### config.mk
export PLATFORM = sky130hd
export DESIGN_NAME = fp_addsub_issue_ctrl
export DESIGN_NICKNAME = d
export VERILOG_FILES = /design/src/rtl/fp_issue_pkg.sv /design/src/rtl/fp_wait_timer.sv /design/src/rtl/fp_addsub_issue_ctrl.sv
export SDC_FILE = /design/constraint.sdc
export NUM_CORES = 1
export LEC_CHECK = 0
export ABC_CLOCK_PERIOD_IN_PS = 5000
export CORE_MARGIN = 1.5
export CORE_UTILIZATION = 45
export CTS_BUF_LIST = sky130_fd_sc_hd__clkbuf_16
export DETAILED_ROUTE_END_ITERATION = 16
export GPL_ROUTABILITY_DRIVEN = 0
export PLACE_DENSITY = 0.93
export SLEW_MARGIN = 20
export SYNTH_ARGS = -nofsm -noshare
export SYNTH_HDL_FRONTEND = slang
export SYNTH_SLANG_ARGS = --single-unit
### constraint.sdc
create_clock -name clk -period 5 [get_ports clk]
set_clock_uncertainty 0.05 [all_clocks]
set_input_delay 0.5 -clock clk [delete_from_list [all_inputs] [get_ports clk]]
set_output_delay 0.5 -clock clk [all_outputs]
set_load 0.005 [all_outputs]
### src/rtl/fp_issue_pkg.sv
// Shared types for the FP add/sub issue controller.
package fp_issue_pkg;

  // Quiet NaN returned when the unit never answers.
  localparam logic [31:0] FP_QNAN  = 32'h7FC00000;

  // Default tag width carried through the op record.
  localparam int unsigned OP_TAG_W = 4;

  typedef enum logic [2:0] {
    IDLE  = 3'd0,
    ISSUE = 3'd1,
    WAIT  = 3'd2,
    RESP  = 3'd3,
    DRAIN = 3'd4
  } state_t;

  typedef struct packed {
    logic [31:0]         a;
    logic [31:0]         b;
    logic                sub;
    logic [OP_TAG_W-1:0] tag;
  } op_t;

endpackage

### src/rtl/fp_wait_timer.sv
// Saturating cycle counter with a terminal flag at MAX_WAIT.
module fp_wait_timer #(
  parameter int unsigned LAT_W    = 8,
  parameter int unsigned MAX_WAIT = 64
) (
  input  logic             clk,
  input  logic             rst_n,
  input  logic             i_clear,
  input  logic             i_enable,
  output logic [LAT_W-1:0] o_count,
  output logic             o_term
);

  logic [LAT_W-1:0] r_count;

  // Clear wins over enable; the count holds at all-ones instead of wrapping.
  always_ff @(posedge clk or negedge rst_n) begin
    if (!rst_n) begin
      r_count <= '0;
    end else if (i_clear) begin
      r_count <= '0;
    end else if (i_enable && (r_count != '1)) begin
      r_count <= r_count + 1'b1;
    end
  end

  assign o_count = r_count;
  assign o_term  = (r_count >= LAT_W'(MAX_WAIT));

endmodule

### src/rtl/fp_addsub_issue_ctrl.sv
// Start/done initiator for the multi-cycle FP add/sub unit with a tagged
// CDB-style result port, latency measurement, flush and timeout handling.
module fp_addsub_issue_ctrl
  import fp_issue_pkg::*;
#(
  parameter int unsigned TAG_W    = OP_TAG_W,
  parameter int unsigned MAX_WAIT = 64,
  parameter int unsigned LAT_W    = 8
) (
  input  logic             clk,
  input  logic             rst_n,
  input  logic             rs_valid,
  output logic             rs_ready,
  input  logic [31:0]      rs_a,
  input  logic [31:0]      rs_b,
  input  logic             rs_sub,
  input  logic [TAG_W-1:0] rs_tag,
  input  logic             flush,
  output logic             fu_start,
  output logic [31:0]      fu_a_operand,
  output logic [31:0]      fu_b_operand,
  output logic             fu_addbar_sub,
  input  logic             fu_done,
  input  logic [31:0]      fu_result,
  input  logic             fu_exception,
  output logic             cdb_valid,
  input  logic             cdb_ready,
  output logic [TAG_W-1:0] cdb_tag,
  output logic [31:0]      cdb_result,
  output logic             cdb_exception,
  output logic             cdb_timeout,
  output logic [LAT_W-1:0] cdb_latency
);

  state_t           r_state;
  state_t           w_next;
  op_t              r_op;
  logic [31:0]      r_cdb_result;
  logic             r_cdb_exception;
  logic             r_cdb_timeout;
  logic [LAT_W-1:0] r_cdb_latency;

  logic             w_accept;
  logic             w_capture;
  logic             w_timeout;
  logic             w_tmr_clear;
  logic             w_tmr_enable;
  logic [LAT_W-1:0] w_count;
  logic             w_term;

  // The counter runs through ISSUE so it already reads 1 in the first WAIT cycle.
  fp_wait_timer #(
    .LAT_W   (LAT_W),
    .MAX_WAIT(MAX_WAIT)
  ) u_timer (
    .clk     (clk),
    .rst_n   (rst_n),
    .i_clear (w_tmr_clear),
    .i_enable(w_tmr_enable),
    .o_count (w_count),
    .o_term  (w_term)
  );

  // State register.
  always_ff @(posedge clk or negedge rst_n) begin
    if (!rst_n) begin
      r_state <= IDLE;
    end else begin
      r_state <= w_next;
    end
  end

  // Next-state, handshake outputs and datapath load strobes.
  always_comb begin
    w_next       = r_state;
    rs_ready     = 1'b0;
    fu_start     = 1'b0;
    cdb_valid    = 1'b0;
    w_accept     = 1'b0;
    w_capture    = 1'b0;
    w_timeout    = 1'b0;
    w_tmr_clear  = 1'b0;
    w_tmr_enable = 1'b0;
    unique case (r_state)
      IDLE: begin
        rs_ready    = 1'b1;
        w_tmr_clear = 1'b1;
        if (rs_valid && !flush) begin
          w_accept = 1'b1;
          w_next   = ISSUE;
        end
      end
      ISSUE: begin
        fu_start     = 1'b1;
        w_tmr_enable = 1'b1;
        w_next       = flush ? DRAIN : WAIT;
      end
      WAIT: begin
        w_tmr_enable = 1'b1;
        // A flush in the same cycle the unit finishes has nothing left to drain.
        if (flush) begin
          w_next = (fu_done || w_term) ? IDLE : DRAIN;
        end else if (fu_done) begin
          w_capture = 1'b1;
          w_next    = RESP;
        end else if (w_term) begin
          w_timeout = 1'b1;
          w_next    = RESP;
        end
      end
      RESP: begin
        cdb_valid   = 1'b1;
        w_tmr_clear = 1'b1;
        if (flush || cdb_ready) begin
          w_next = IDLE;
        end
      end
      DRAIN: begin
        w_tmr_enable = 1'b1;
        if (fu_done || w_term) begin
          w_next = IDLE;
        end
      end
      default: begin
        w_next = IDLE;
      end
    endcase
  end

  // Op register: loaded only on accept, so operands hold until the next op.
  always_ff @(posedge clk or negedge rst_n) begin
    if (!rst_n) begin
      r_op <= '0;
    end else if (w_accept) begin
      r_op.a   <= rs_a;
      r_op.b   <= rs_b;
      r_op.sub <= rs_sub;
      r_op.tag <= OP_TAG_W'(rs_tag);
    end
  end

  // Result registers: real result on done, synthesised QNaN on timeout.
  always_ff @(posedge clk or negedge rst_n) begin
    if (!rst_n) begin
      r_cdb_result    <= '0;
      r_cdb_exception <= 1'b0;
      r_cdb_timeout   <= 1'b0;
      r_cdb_latency   <= '0;
    end else if (w_capture) begin
      r_cdb_result    <= fu_result;
      r_cdb_exception <= fu_exception;
      r_cdb_timeout   <= 1'b0;
      r_cdb_latency   <= w_count;
    end else if (w_timeout) begin
      r_cdb_result    <= FP_QNAN;
      r_cdb_exception <= 1'b1;
      r_cdb_timeout   <= 1'b1;
      r_cdb_latency   <= w_count;
    end
  end

  assign fu_a_operand  = r_op.a;
  assign fu_b_operand  = r_op.b;
  assign fu_addbar_sub = r_op.sub;
  assign cdb_tag       = TAG_W'(r_op.tag);
  assign cdb_result    = r_cdb_result;
  assign cdb_exception = r_cdb_exception;
  assign cdb_timeout   = r_cdb_timeout;
  assign cdb_latency   = r_cdb_latency;

endmodule

==> results.py <==
metrics = {
    "global_routing": {
        "grt_remaining_overflow": 0,
        "grt_pass1_vias": 3806,
        "grtUsageTotal_pct": 23.2,
        "maximum_number_of_pins_on_one_net_before_global_route_repair": 71,
        "initial_antenna_violation_count": 0,
        "grt_first_pass_wirelength_um": 19900,
    },
    "synth": {
        "synth_area_per_cell_um2": 14.5,
        "synthDominantCellAreaShare_pct": 63.6,
        "synthFlopType": "sky130_fd_sc_hd__dfrtp_1",
        "mappedNetlistNets": 440,
        "yosysWarningCount": 0,
        "netlist-cell-type-count": 41,
        "edff_count_synth": 0,
        "synthesized_area_um2": 4800,
        "yosysSeqAreaShare_pct": 63.6,
        "synthesis.instances": 331,
        "post-synth-top-count-cell": "sky130_fd_sc_hd__dfrtp_1",
        "synth_top_cells_by_count": "sky130_fd_sc_hd__dfrtp_1, sky130_fd_sc_hd__mux2_2, sky130_fd_sc_hd__a22o_1",
        "ys_seq_elements": 122,
        "post_synth_main_area_contributors": "sky130_fd_sc_hd__dfrtp_1, sky130_fd_sc_hd__mux2_2, sky130_fd_sc_hd__a22o_1",
        "synthDominantAreaCellType": "sky130_fd_sc_hd__dfrtp_1",
        "synth-async-reset-ratio_pct": 100,
    },
    "outcome": {
        "outcome": "finished clean",
    },
    "clock_tree": {
        "hold_buffers": 0,
        "clkSlewWorstSetupHoldPaths_ps": 60,
        "tritoncts.num_buffers": 17,
        "cts_num_sinks": 122,
        "number_of_setup_buffers_added_after_cts": 0,
        "worstSkewPairLatency_ps": 400,
        "cts_root_buf": "sky130_fd_sc_hd__clkbuf_16",
        "tritoncts_clock_tree": "done",
        "cts_max_level": 4,
        "clockBufferDepth": 2,
        "ctsResizeCount": 0,
    },
    "sta": {
        "slew_headroom_pct": 28.0,
        "final_period_minus_worst_setup_slack_ps": 2450,
        "rsz0062_at_grt": "no",
        "hold_ws_ps": 76.5,
        "setup_tns_after_final_layout_ps": 0,
        "drv_slew": 0,
        "total_setup_violations_reported_at_the_end_of_the_flow": 0,
        "fmax_mhz": 408,
        "final_hold_violation_count": 0,
        "period_utilization_pct": 49.0,
        "tightestPinTransition_ps": 1080,
    },
    "floorplan": {
        "floorplan.rows": 37,
        "initial_standard_cell_utilization_of_the_core_pct": 46.5,
        "floorplan.core_area_um2": 10300,
        "dieWidth_um": 106,
        "die_area_um2": 11300,
        "boundaryPins": 222,
        "die_h_um": 106,
    },
    "run": {
        "maxCapViolCount": 0,
    },
    "final_layout": {
        "antenna-diode-count": 0,
        "drive_above_1_share_pct": 17.9,
        "finalCoreUtilization_pct": 74.0,
        "final.fill_count": 652,
        "regArea_um2": 3050,
        "nets_final": 662,
        "footprint_of_the_multi_input_gates_um2": 1610,
        "area_delta_synth_final_pct": 59.1,
        "finalNonFillerCells": 701,
    },
    "critical_path": {
        "crit_path_end_kind": "register",
        "crit_path_max_fanout": 33,
        "cpMaxStageDelayCell": "sky130_fd_sc_hd__nand2_1",
        "cp.arrival_ps": 2680,
        "cells_along_the_critical_path": "clkdlybuf4s50_1 -> nor4b_4 -> nand2_1 -> a22o_1",
        "worstPathRequired_ps": 5230,
        "critical-path-max-stage-delay_ps": 700,
        "crit_type": "in -> reg",
        "startpoint_type": "primary input",
    },
    "routing": {
        "avgViaCountPerCell": 5.13,
        "detail_route.drc_violations": 0,
        "drtIter0Drc": 228,
        "detail-route-antenna-nets": 0,
        "post_dr_wirelength_cell_um": 18.7,
        "routed-via-count": 3598,
        "final_routed_wirelength_across_all_metal_layers_um": 13100,
        "drt-pass1-iter-count": 4,
    },
    "placed_design": {
        "placed_cells_incl_taps": 670,
        "port_buffers": 221,
        "dpl.hpwl_um": 9220,
    },
    "min_path": {
        "worstHoldPathType": "in -> async",
    },
    "pwr": {
        "ir_drop_v": 0.000290,
        "powerDensity_nw_per_um2": 582,
        "p_leak_uw": 0.00327,
    },
}
[path summary, 6_finish.rpt]
kind	startpoint	endpoint	slack, ps	depth (start not counted)
setup reg to reg	r_state[0]	cdb_tag[3]	2610	3
hold reg to reg	cdb_latency[3]	cdb_latency[3]	420	2
hold / removal	rst_n	r_state[2]	80	1
max in group asynchronous	rst_n	cdb_latency[5]	3490	2
min in group clk	cdb_latency[3]	cdb_latency[3]	420	2
setup / recovery	flush	cdb_result[9]	2550	4
[through the flow]
stage / cell area (µm²) / setup WS, ps / total power, µW
6_report: 7640 / 2550 / 4440
3_5_place_dp: 7070 / 2160 / 3280
5_1_grt: 7640 / 2420 / 4660
4_1_cts: 7640 / 2570 / 4480
2_1_floorplan: 4800 / 3340 / 2190
3_3_place_gp: 7070 / 2270 / 3190
[logic make-up after synthesis]
| kind of cell | synth area share (%) |
|---|---|
| buffers and inverters | 3.15 |
| adder cells (fa/ha/maj) | 0.261 |
| multiplexers | 17.2 |
| flip-flops | 63.6 |
| AND/OR/NAND/NOR | 6.57 |
| AO/OA/AOI/OAI | 9.09 |
| XOR/XNOR | 0.182 |
[cell usage in the layout, fill, tap and decap left out, types with 3 or more instances in the layout]
master                            synthesis  routed
sky130_fd_sc_hd__a22o_1                  25      25
sky130_fd_sc_hd__bufinv_16                0       3
sky130_fd_sc_hd__clkbuf_16                0      17
sky130_fd_sc_hd__clkdlybuf4s50_1          0     220
sky130_fd_sc_hd__clkinv_1                 0       3
sky130_fd_sc_hd__clkinv_2                 0       4
sky130_fd_sc_hd__dfrtp_1                122     122
sky130_fd_sc_hd__inv_1                    7      10
sky130_fd_sc_hd__mux2_2                  59      59
sky130_fd_sc_hd__mux2_4                  10      10
sky130_fd_sc_hd__nand2_1                 22      22
sky130_fd_sc_hd__nand2b_1                 4       4
sky130_fd_sc_hd__nand3_1                  3       3
sky130_fd_sc_hd__nor2_1                   8       8
sky130_fd_sc_hd__o21ai_0                  7       7
sky130_fd_sc_hd__o221ai_1                 4       4
sky130_fd_sc_hd__o22a_1                   9       9
sky130_fd_sc_hd__or3_1                    4       4
[layout make-up]
type / instances / area share [%]
Clock buffer: 17 / 5.57
Tap cell: 136 / 2.23
Multi-Input combinational cell: 183 / 21.0
Inverter: 7 / 0.344
Sequential cell: 122 / 40.0
Clock inverter: 14 / 1.83
Timing Repair Buffer: 222 / 29.0
[per-layer routing]
layer	up-vias	GRT usage, %	part of all wire (%)
met5	-	0	0
met4	0	10.9	2.3
met3	27	6.81	6.5
met2	146	41.1	53
met1	1786	25.6	38
li1	1639	-	-
[report_power, final]
part / switching (µW) / internal (µW)
clock: 409 / 764
sequential: 255 / 1410
combinational: 484 / 1120
total: 1150 / 3300
[flip-flops by register name, summed over array words and instances, names as in the netlist]
register and cells:
r_state 3, cdb_timeout 1, fu_addbar_sub 1, cdb_latency 8
cdb_result 32, u_timer.o_count 8, fu_b_operand 32, cdb_tag 4
fu_a_operand 32, cdb_exception 1
[worst max-delay path: cells and delay by family]
family | cells | cell delay [ps]
buffers and inverters | 1 | 540
AOI/OAI and AO/OA | 1 | 480
and+or+nand+nor | 2 | 1140
No activity file was read; power rests on OpenSTA's default activity.
